**src/rtl/wb_write_arbiter_pkg.sv**
```systemverilog
// Shared widths, FIFO entry layout and selection encoding for the writeback arbiter.
package wb_write_arbiter_pkg;

    localparam int WORD_LEN          = 32;
    localparam int REG_FILE_ADDR_LEN = 5;
    localparam int REG_FILE_SIZE     = 32;
    localparam int WB_FIFO_DEPTH     = 2;
    localparam int WB_STARVE_LIMIT   = 4;

    typedef logic [REG_FILE_ADDR_LEN-1:0] reg_addr_t;
    typedef logic [WORD_LEN-1:0]          word_t;

    typedef struct packed {
        logic      killed;
        reg_addr_t rd;
        word_t     data;
    } wb_entry_t;

    typedef enum logic [1:0] {
        SEL_IDLE   = 2'd0,
        SEL_PIPE   = 2'd1,
        SEL_DRAIN  = 2'd2,
        SEL_STARVE = 2'd3
    } wb_sel_e;

endpackage

```
**src/rtl/wb_write_arbiter_fifo.sv**
```systemverilog
// Circular buffer of mdu results {killed, rd, data} with a kill port for WAW squashing.
// With WB_SCOREBOARD_EN the per-entry live/dest view is exported for the busy mask.
module wb_write_arbiter_fifo
    import wb_write_arbiter_pkg::*;
#(
    parameter int DEPTH = WB_FIFO_DEPTH
) (
    input  logic                   clk,
    input  logic                   rst,
    input  logic                   push,
    input  reg_addr_t              push_reg,
    input  word_t                  push_data,
    input  logic                   pop,
    input  logic                   kill_en,
    input  reg_addr_t              kill_reg,
`ifdef WB_SCOREBOARD_EN
    output logic [DEPTH-1:0]       live,
    output reg_addr_t [DEPTH-1:0]  ent_reg,
`endif
    output wb_entry_t              head,
    output logic                   full,
    output logic                   empty
);

    localparam int AW = (DEPTH > 1) ? $clog2(DEPTH) : 1;
    localparam int CW = $clog2(DEPTH + 1);

    wb_entry_t        mem [DEPTH];
    logic [AW-1:0]    rd_ptr;
    logic [AW-1:0]    wr_ptr;
    logic [CW-1:0]    count;
    logic [DEPTH-1:0] occupied;

    // A slot is occupied when its distance from the read pointer is below the count.
    always_comb begin
        occupied = '0;
        for (int i = 0; i < DEPTH; i++) begin
            occupied[i] = CW'(AW'(AW'(i) - rd_ptr)) < count;
        end
    end

    assign full  = (count == CW'(DEPTH));
    assign empty = (count == '0);
    assign head  = mem[rd_ptr];

`ifdef WB_SCOREBOARD_EN
    always_comb begin
        live    = '0;
        ent_reg = '0;
        for (int i = 0; i < DEPTH; i++) begin
            live[i]    = occupied[i] & ~mem[i].killed;
            ent_reg[i] = mem[i].rd;
        end
    end
`endif

    always_ff @(posedge clk or negedge rst) begin
        if (!rst) begin
            rd_ptr <= '0;
            wr_ptr <= '0;
            count  <= '0;
            for (int i = 0; i < DEPTH; i++) begin
                mem[i] <= '0;
            end
        end else begin
            for (int i = 0; i < DEPTH; i++) begin
                if (kill_en && occupied[i] && (mem[i].rd == kill_reg)) begin
                    mem[i].killed <= 1'b1;
                end
            end
            // Push only targets a free slot, so it never collides with a kill.
            if (push) begin
                mem[wr_ptr] <= '{killed: 1'b0, rd: push_reg, data: push_data};
                wr_ptr      <= wr_ptr + 1'b1;
            end
            if (pop) begin
                rd_ptr <= rd_ptr + 1'b1;
            end
            case ({push, pop})
                2'b10:   count <= count + 1'b1;
                2'b01:   count <= count - 1'b1;
                default: ;
            endcase
        end
    end

endmodule

```
**src/rtl/wb_write_arbiter.sv**
```systemverilog
// Register-file write port arbiter: pipeline WB has priority, mdu results are buffered
// and forced through by a starve counter. WB_SCOREBOARD_EN enables the busy_mask decode.
module wb_write_arbiter
    import wb_write_arbiter_pkg::*;
#(
    parameter int FIFO_DEPTH   = WB_FIFO_DEPTH,
    parameter int STARVE_LIMIT = WB_STARVE_LIMIT
) (
    input  logic                     clk,
    input  logic                     rst,
    input  logic                     pipe_we,
    input  reg_addr_t                pipe_reg,
    input  word_t                    pipe_data,
    output logic                     pipe_stall,
    input  logic                     mdu_valid,
    output logic                     mdu_ready,
    input  reg_addr_t                mdu_reg,
    input  word_t                    mdu_data,
    output logic                     wb_en,
    output reg_addr_t                wb_reg,
    output word_t                    wb_data,
    output logic [REG_FILE_SIZE-1:0] busy_mask
);

    localparam int SW = $clog2(STARVE_LIMIT + 1);

    wb_entry_t head;
    logic      full;
    logic      empty;
    logic      push;
    logic      pop;
    logic      kill_en;
    logic      issue;
    reg_addr_t issue_reg;
    word_t     issue_data;
    wb_sel_e   sel;
    logic [SW-1:0] starve_cnt;
    logic [SW-1:0] starve_nxt;

`ifdef WB_SCOREBOARD_EN
    logic [FIFO_DEPTH-1:0]      live;
    reg_addr_t [FIFO_DEPTH-1:0] ent_reg;
`endif

    // Ready reflects start-of-cycle occupancy; a pop never opens the slot early.
    assign mdu_ready  = rst & ~full;
    assign push       = mdu_valid & mdu_ready & (mdu_reg != '0);
    assign pipe_stall = (sel == SEL_STARVE);

    wb_write_arbiter_fifo #(.DEPTH(FIFO_DEPTH)) u_fifo (
        .clk       (clk),
        .rst       (rst),
        .push      (push),
        .push_reg  (mdu_reg),
        .push_data (mdu_data),
        .pop       (pop),
        .kill_en   (kill_en),
        .kill_reg  (pipe_reg),
`ifdef WB_SCOREBOARD_EN
        .live      (live),
        .ent_reg   (ent_reg),
`endif
        .head      (head),
        .full      (full),
        .empty     (empty)
    );

    always_comb begin
        sel        = SEL_IDLE;
        pop        = 1'b0;
        kill_en    = 1'b0;
        issue      = 1'b0;
        issue_reg  = head.rd;
        issue_data = head.data;
        starve_nxt = '0;
        if (!empty && (starve_cnt == SW'(STARVE_LIMIT))) begin
            sel = SEL_STARVE;
        end else if (pipe_we && (pipe_reg != '0)) begin
            sel = SEL_PIPE;
        end else if (!empty) begin
            sel = SEL_DRAIN;
        end
        case (sel)
            SEL_STARVE, SEL_DRAIN: begin
                // A killed head is consumed without a register write.
                pop   = 1'b1;
                issue = ~head.killed;
            end
            SEL_PIPE: begin
                issue      = 1'b1;
                kill_en    = 1'b1;
                issue_reg  = pipe_reg;
                issue_data = pipe_data;
                starve_nxt = empty ? '0 : starve_cnt + 1'b1;
            end
            default: ;
        endcase
    end

    always_ff @(posedge clk or negedge rst) begin
        if (!rst) begin
            wb_en      <= 1'b0;
            wb_reg     <= '0;
            wb_data    <= '0;
            starve_cnt <= '0;
        end else begin
            wb_en      <= issue;
            starve_cnt <= starve_nxt;
            if (issue) begin
                wb_reg  <= issue_reg;
                wb_data <= issue_data;
            end
        end
    end

`ifdef WB_SCOREBOARD_EN
    // Entries being killed by this cycle's pipe write are already excluded.
    always_comb begin
        busy_mask = '0;
        for (int i = 0; i < FIFO_DEPTH; i++) begin
            if (live[i] && !(kill_en && (ent_reg[i] == pipe_reg))) begin
                busy_mask[ent_reg[i]] = 1'b1;
            end
        end
        busy_mask[0] = 1'b0;
    end
`else
    assign busy_mask = '0;
`endif

endmodule

```
**config.mk**
```make
export PLATFORM = sky130hd
export DESIGN_NAME = wb_write_arbiter
export DESIGN_NICKNAME = d
export VERILOG_FILES = /design/src/rtl/wb_write_arbiter_pkg.sv /design/src/rtl/wb_write_arbiter_fifo.sv /design/src/rtl/wb_write_arbiter.sv
export SDC_FILE = /design/constraint.sdc
export NUM_CORES = 1
export LEC_CHECK = 0
export ABC_CLOCK_PERIOD_IN_PS = 3200
export CORE_AREA = 2 2 103 105
export CTS_BUF_LIST = sky130_fd_sc_hd__clkbuf_8
export CTS_CLUSTER_SIZE = 12
export DETAILED_ROUTE_END_ITERATION = 6
export DIE_AREA = 0 0 105 107
export DONT_BUFFER_PORTS = 1
export GPL_TIMING_DRIVEN = 1
export MAX_ROUTING_LAYER = met4
export PLACE_DENSITY_LB_ADDON = 0.2
export SLEW_MARGIN = 20
export SYNTH_ARGS = -nofsm -noshare
export SYNTH_HDL_FRONTEND = slang
export SYNTH_HIERARCHICAL = 1
export SYNTH_SLANG_ARGS = --single-unit
```
**constraint.sdc**
```tcl
create_clock -name clk -period 3.2 [get_ports clk]
set_input_delay 0.32 -clock clk [delete_from_list [all_inputs] [get_ports clk]]
set_output_delay 0.32 -clock clk [all_outputs]
set_load 0.005 [all_outputs]
```
==> impl_metrics.toml <==
[status]
status = "finished, final reports clean"

[critical_path]
cp_max_fo = 23
required_ps = 3500
start_kind = "flop"
path_class = "reg -> reg"
cpMostUsedCell = "nor2b_1"
worstSetupStartpoint = "u_fifo/count[1]"
worstPathArrival_ps = 2800
timing.rr.start = "u_fifo/count[1]"
crit_slowest_cell = "dfrtp_1"
end_kind = "flop"
path_buf_inv = 1
path_cells = "nor2b_1, nor2b_1, nand2_1, a21oi_1, nand2_2, buf_12, mux2_4"
cpLargestDelayFamily = "simple AND/OR/NAND/NOR gates"
slowest_delay_ps = 440

[synthesis]
synth_edf_count = 0
synth_seq_cells = 121
synthCells = 459
yosysUniqueCellTypes = 35
synth_area_um2 = 5888
synthFlopType = "dfrtp_1"
ys_top_cells_by_count = "dfrtp_1, mux2_2, nor2_1"
post-synth-top-area-cell = "dfrtp_1"
synth_most_common_cell = "dfrtp_1"
netlist.area_leader.share_pct = 51.42
synth_top_cells_by_area = "dfrtp_1, mux2_2, mux2i_1"
seq_area_frac_synth_pct = 51.42
syn_avg_cell_area_um2 = 12.83
ys_warn_count = 6
async_flop_share_pct = 100.0

[sta]
final_max_slew_viol_count = 0
post-route-min-period_ps = 2501
tns_ps = 0
final-hold-violation-count = 0
setup_violations = 0
relSlewSlack_pct = 53.51
worstMarginPinSlew_ps = 695.7
fin_crit_sh_pct = 78.15
rsz0062_at_grt = "no"
clock.fmax_ghz = 0.3999
setup_slack_ps = 699.1
fin_skew_ps = 11.82

[cells_and_area]
synthToLayoutAreaGrowth_pct = 6.035
layout-drive-gt1-share_pct = 33.05
nets = 542

[detailed_routing]
dr_total_vias = 3341
avgViaCountPerCell = 5.477
drt-pass1-iter-count = 4
drcViolationCount = 0
totalWireLength_um = 11150
drt-initial-drc-count = 154
wl_per_cell_um = 18.27
route.antenna.remaining_nets = 0

[die]
io_pins = 150
fp-row-count = 37
start_util_pct = 58.34
die_width_um = 105
dieArea_um2 = 11240
die_h_um = 107
core_area_um2 = 10090

[clocking]
cts_buffer_depth = 2
cts_tree = "done"
cts_root_buf = "clkbuf_8"
numCtsBuffers = 17
clk_pin_slew_worst_paths_ps = 70
cts_max_level = 4
clkLatencyLatePin_ps = 420
clock_sinks = 121

[run]
max_cap_violations = 0

[power]
power.leakage_nw = 2.900
finalPower_w = 0.006397
p_per_area_nw_per_um2 = 1025
vdd.ir_drop.worst_uv = 457.0

[global_route]
grtUsageTotal_pct = 21.97
antenna_found_initial = 1
grt_pass1_wl_um = 18600
grt.overflow.total = 0
grt_start_max_net_pins = 122
first_global_vias = 3613

[placed_design]
hpwlAfterDp_um = 7316
place_congestion = 0.7976
io_buffers = 0
pre_cts_ws_ps = 722.1

[hold_path]
hp-class = "in -> reg"
min_from = "mdu_data[9]"
## layout by cell type (no fill, tap or decap), types with 2 or more instances in the layout
master      count
a21oi_1        39
dfrtp_1       120
mux2_4         21
mux2i_1        36
clkbuf_8       20
nor3_1          5
nor2b_1         3
clkinv_2        6
mux2_2         91
nand2_1         2
conb_1         32
buf_4           5
clkinvlp_4      2
ha_1            3
nor2_1         41
xor2_1         10
buf_12          2
diode_2         2
o21ai_0         3
xnor2_1         6
inv_1           6
## through the flow
step	std cells	hold WS (ps)	cell area [um2]	utilization [%]
after floorplan	490	24.41	6005	-
after global placement	576	27.97	5847	57.93
after detailed placement	576	27.42	5847	57.93
after CTS	608	19.15	6238	61.82
after global routing	610	15.34	6243	61.86
final	610	45.49	6243	61.86
## path summary, 6_finish.rpt
kind                                       to  slack (ps)  cells past startpoint
worst min-delay path                     flop          50                      1
worst max register to register           flop         700                      7
worst max-delay path                     flop         700                      7
worst min register to register  starve_cnt[0]         470                      1
max in group asynchronous           async pin        2190                      2
min in group asynchronous           async pin         500                      2
## final cells by class
type | instances | area [um2]
fill | 854 | 3849
inverter | 6 | 22.52
multi-input combinational | 306 | 2547
antenna | 2 | 5.005
sequential | 121 | 3029
clock buffer | 20 | 275.3
clock inverter | 10 | 78.83
tap | 136 | 170.2
timing repair buffer | 9 | 115.1
## per-layer routing
layer	track usage, %	share of wire [%]	up-vias
li1	-	-	1528
met1	25.58	42	1692
met2	35.85	49	104
met3	7.599	7.4	17
met4	7.429	1.5	0
met5	-	0	-
## what timing repair did
item	4_1_cts	5_1_grt
setup buffers	0	0
resized for setup	0	0
hold buffers	2	0
hold endpoints to repair	121	0
setup endpoints to repair	0	0
## power breakdown
| part | total, W | leakage (nW) | switching [W] | internal (W) |
|---|---|---|---|---|
| logic | 0.00237 | 1.29 | 0.000971 | 0.00140 |
| clock network | 0.00122 | 0.187 | 0.000564 | 0.000655 |
| registers | 0.00281 | 1.43 | 0.000511 | 0.00230 |
## cell families (layout without fill, tap and decap cells)
group	count (synthesis)	in the layout	synth area share, %
buf+inv	63	45	7.437
other cells	1	34	0.06369
fa+ha+maj	3	3	0.6376
flops	121	121	51.42
compound gates	48	48	4.505
xor+xnor	16	16	2.380
mux	148	148	28.88
simple gates	59	59	4.675
(Power assumes the default switching activity.)
